<file path="src/rtl/streaming_comparator.sv">
// rtl/streaming_comparator.sv - block-serial magnitude comparator of two multi-block operands
// Optional macro CMP_SIGNED_EN: most-significant block compared as two's complement.
module streaming_comparator #(
  parameter int REGISTER_SIZE = 32,
  parameter int NUM_BLOCKS    = 128,
  parameter int MSB_FIRST     = 0,
  localparam int CW           = (NUM_BLOCKS > 2) ? $clog2(NUM_BLOCKS) : 1
) (
  input  logic                     clk_in,
  input  logic                     rst_in,
  input  logic                     valid_in,
  output logic                     ready_out,
  input  logic [REGISTER_SIZE-1:0] block_numA_in,
  input  logic [REGISTER_SIZE-1:0] block_numB_in,
  output logic [1:0]               comparison_result_out,
  output logic                     result_valid_out,
  input  logic                     result_ready_in,
  output logic [CW-1:0]            block_count_out
);

  localparam logic [1:0] RES_NULL = 2'b00;
  localparam logic [1:0] RES_LT   = 2'b01;
  localparam logic [1:0] RES_GT   = 2'b10;
  localparam logic [1:0] RES_EQ   = 2'b11;

  typedef enum logic {ACCUM, HOLD} state_t;

  state_t        state;
  logic [1:0]    result_q;
  logic [CW-1:0] count_q;
  logic          ready_q;
  logic          valid_q;

  logic          a_lt_b;
  logic          a_gt_b;
  logic          is_last;
  logic          accept;
  logic [1:0]    next_result;

  assign accept  = valid_in && ready_q;
  assign is_last = (count_q == CW'(NUM_BLOCKS - 1));

`ifdef CMP_SIGNED_EN
  logic is_ms_block;
  assign is_ms_block = (MSB_FIRST != 0) ? (count_q == '0) : is_last;

  always_comb begin
    a_lt_b = block_numA_in < block_numB_in;
    a_gt_b = block_numA_in > block_numB_in;
    if (is_ms_block) begin
      a_lt_b = $signed(block_numA_in) < $signed(block_numB_in);
      a_gt_b = $signed(block_numA_in) > $signed(block_numB_in);
    end
  end
`else
  assign a_lt_b = block_numA_in < block_numB_in;
  assign a_gt_b = block_numA_in > block_numB_in;
`endif

  // LSB-first: later (more significant) blocks override; MSB-first: first difference locks
  always_comb begin
    next_result = result_q;
    if (MSB_FIRST != 0) begin
      if (result_q != RES_LT && result_q != RES_GT)
        next_result = a_lt_b ? RES_LT : (a_gt_b ? RES_GT : RES_EQ);
    end else begin
      if (a_lt_b)
        next_result = RES_LT;
      else if (a_gt_b)
        next_result = RES_GT;
      else if (result_q == RES_NULL)
        next_result = RES_EQ;
    end
  end

  always_ff @(posedge clk_in or posedge rst_in) begin
    if (rst_in) begin
      state    <= ACCUM;
      result_q <= RES_NULL;
      count_q  <= '0;
      ready_q  <= 1'b1;
      valid_q  <= 1'b0;
    end else begin
      case (state)
        ACCUM: begin
          if (accept) begin
            result_q <= next_result;
            if (is_last) begin
              count_q <= '0;
              state   <= HOLD;
              ready_q <= 1'b0;
              valid_q <= 1'b1;
            end else begin
              count_q <= count_q + CW'(1);
            end
          end
        end
        HOLD: begin
          if (result_ready_in) begin
            state    <= ACCUM;
            result_q <= RES_NULL;
            ready_q  <= 1'b1;
            valid_q  <= 1'b0;
          end
        end
        default: state <= ACCUM;
      endcase
    end
  end

  assign ready_out             = ready_q;
  assign result_valid_out      = valid_q;
  assign comparison_result_out = result_q;
  assign block_count_out       = count_q;

endmodule

</file>
<file path="config.mk">
export PLATFORM = sky130hd
export DESIGN_NAME = streaming_comparator
export DESIGN_NICKNAME = d
export VERILOG_FILES = /design/src/rtl/streaming_comparator.sv
export SDC_FILE = /design/constraint.sdc
export NUM_CORES = 1
export LEC_CHECK = 0
export ABC_AREA = 1
export CORE_ASPECT_RATIO = 1.4
export CORE_UTILIZATION = 33
export CTS_CLUSTER_DIAMETER = 30
export DETAILED_ROUTE_END_ITERATION = 10
export DONT_BUFFER_PORTS = 1
export HOLD_SLACK_MARGIN = 0.15
export PLACE_DENSITY = 0.46
export SETUP_SLACK_MARGIN = 0.3
export SLEW_MARGIN = 20
export SYNTH_ARGS = -nofsm -noshare
export SYNTH_HDL_FRONTEND = slang
export SYNTH_SLANG_ARGS = --single-unit
export TNS_END_PERCENT = 10
</file>
<file path="constraint.sdc">
create_clock -name clk_in -period 2.25 [get_ports clk_in]
set_input_delay 0.225 -clock clk_in [delete_from_list [all_inputs] [get_ports clk_in]]
set_output_delay 0.225 -clock clk_in [all_outputs]
set_load 0.01 [all_outputs]
</file>
==> metrics.csv <==
stage;metric;value;unit
place;dp_cells;278;
timing;slew-limit-headroom;69.5;%
setup_path;cp.required;2.38;ns
timing;hold_violations;0;
worst_hold_path;hold_depth;3;
cells_and_area;fin_cells;284;
setup_path;crit_type;reg -> reg;
cts;post-cts-setup-buffers;0;
cells_and_area;drive_above_1_share;8.04;%
drt;via_per_inst;4.57;
floorplanning;ios;79;
timing;period_minus_slack;1.54;ns
power;irDropWorstVdd;0.455;mV
cells_and_area;fin_util;37.8;%
global_routing;gr-total-overflow;0;
cts;cts_resized;0;
setup_path;cp_max_fo;5;
logic_synthesis;syn_inst;218;
place;dp_slack;0.699;ns
global_routing;grt_start_max_net_pins;13;
cts;cts_root_buf;clkbuf_8;
cells_and_area;fill_cells;483;
timing;layout_setup_ws;0.709;ns
timing;tightest_slew;0.456;ns
floorplanning;rows;28;
setup_path;start_kind;flip-flop;
floorplanning;initial_core_util;34.5;%
cts;htree_levels;1;
cts;clock-sinks;12;
power;p_leak;0.000946;uW
setup_path;crit_path_end_kind;flip-flop;
floorplanning;die_w;58.3;microns
cts;clkLatencyLatePin;0.24;ns
logic_synthesis;synth_cell_types;22;
floorplanning;dieHeight;80.8;microns
drt;drt_wl_total;2750;microns
cells_and_area;final-seq-area;302;sq um
timing;setup_viol;0;
timing;rsz0062_at_grt;false;
global_routing;antenna_found_initial;0;
floorplanning;die-area;0.00471;sq mm
cts;cts-buffers-inserted;3;
setup_path;critPathArrivalTime;1.67;ns
global_routing;grt_util_all_layers;12.0;%
drt;wl_per_cell;9.69;microns
drt;firstDrtPassIters;4;
timing;fin_tns_setup;0;ns
timing;timing.hold.ws;0.376;ns
drt;drcViolationCount;0;
power;power_density;551;mW/mm^2
timing;fin_crit_sh;68.5;%
cts;cts.clk_slew.worst_paths;0.06;ns
logic_synthesis;synth_nets;319;
timing;slew_viol_final;0;
floorplanning;design.core.area;0.00424;sq mm
cells_and_area;num-nets-final;326;
timing;fin_skew;0.00747;ns
drt;postRouteAntennaNets;0;
drt;vias;1299;
place;io_buffers;0;
cells_and_area;diodes;0;
status;outcome;complete, no violations;
flow_run;maxCapViolations;0;
place;globalplace.congestion;0.732;
place;dp_hpwl;2510;microns
worst_hold_path;holdCritPathClass;in -> reg;
logic_synthesis;synth_area;0.00146;sq mm
cts;cts_max_path_buffers;2;
setup_path;worst_r2r_path_depth;8;
cells_and_area;areaGrowthSynthToFinish;9.57;%
global_routing;grt_pass1_vias;1186;
global_routing;grt_pass1_wl;4410;microns
cts;cts_tree;done;
cells_and_area;multiInputGateArea;960;sq um
timing;fmax;649;MHz
logic_synthesis;ys_seq_area_share;20.6;%
drt;drt_iter0_markers;26;
cts;holdBufCountCts;2;
logic_synthesis;synth-seq-cells;12;
logic_synthesis;syn_area_per_cell;6.72;sq um
logic_synthesis;yosys_warnings;0;
## critical path, cell delays in order, from the launching register on
cell	delay, ns
dfrtp_1	0.45
ha_1	0.18
inv_1	0.06
nor4_2	0.26
nand2_1	0.10
nor2_1	0.16
inv_2	0.08
o21ai_0	0.07
a21oi_1	0.05
## final timing paths
| kind | start | to | slack (ns) |
|---|---|---|---|
| max reg2reg | block_count_out[0]$_DFFE_PP0P_ | block_count_out[5]$_DFFE_PP0P_ | 0.71 |
| min in group asynchronous | rst_in | block_count_out[0]$_DFFE_PP0P_ | 0.43 |
| max in group asynchronous | rst_in | ready_out$_DFFE_PP1P_ | 1.48 |
| min reg2reg | ready_out$_DFFE_PP1P_ | ready_out$_DFFE_PP1P_ | 0.50 |
| max | block_count_out[0]$_DFFE_PP0P_ | block_count_out[5]$_DFFE_PP0P_ | 0.71 |
| min | valid_in | block_count_out[1]$_DFFE_PP0P_ | 0.38 |
## power by group
group	internal (uW)	switching, uW	leakage, uW
Sequential	284	105	0.000138
Clock	125	79.3	0.0000228
Combinational	122	170	0.000784
## registers in the layout (all words and copies together), names as in the netlist
name,cells
result_valid_out,1
block_count_out,7
ready_out,1
state,1
comparison_result_out,2
## synth_stat cells, drive strengths merged
master	number	area, sq um
nor3	3	15.0
o22a	1	8.76
nand2	59	231
nand4	1	6.26
a22oi	1	7.51
o21ai	6	30.0
a21oi	17	85.1
nor2	20	87.6
nor4	1	12.5
o21a	1	7.51
ha	33	413
inv	54	203
nor3b	1	12.5
dfstp	1	26.3
dfrtp	11	275
nand3	7	35.0
a21o	1	7.51
## metrics by stage
stage                     instance area (sq um)  total power, uW
after floorplan                            1460              620
after global placement                     1540              693
after detailed placement                   1540              690
after CTS                                  1600              898
after global routing                       1600              974
final                                      1600              884
## cell families (layout without fill, tap and decap cells)
group | count (synthesis) | after routing | synth area share, %
buffers and inverters | 54 | 60 | 13.8
AOI/OAI and AO/OA | 27 | 27 | 10.0
adders and majority gates | 33 | 33 | 28.2
and+or+nand+nor | 92 | 92 | 27.3
DFF | 12 | 12 | 20.6
## placed cells by master (no fill, tap or decap), drive strengths merged
| master | instances |
|---|---|
| nand2 | 59 |
| inv | 54 |
| ha | 33 |
| nor2 | 20 |
| a21oi | 17 |
| dfrtp | 11 |
| nand3 | 7 |
| o21ai | 6 |
| clkbuf | 4 |
| nor3 | 3 |
| dlygate4sd3 | 2 |
| nor4 | 1 |
| o22a | 1 |
| nand4 | 1 |
| a21o | 1 |
| nor3b | 1 |
| o21a | 1 |
| a22oi | 1 |
| dfstp | 1 |
## per-layer routing
layer  GRT usage [%]  part of all wire, %  wire, microns  vias to the layer above
li1                -                    -              -                      692
met1            11.4                   39           1070                      563
met2            23.6                   53           1470                       42
met3            3.82                  6.7            184                        2
met4            4.29                 0.87             24                        0
met5               0                    0              0                        -
## area by class of cell
cell class | count | share of cell area (%)
repair buffers | 2 | 1.25
well taps | 60 | 4.68
inverters | 54 | 12.6
clock buffers | 4 | 2.81
multi-input cells | 152 | 59.8
flip-flops and latches | 12 | 18.8
Power figures use the tool's default switching activity.
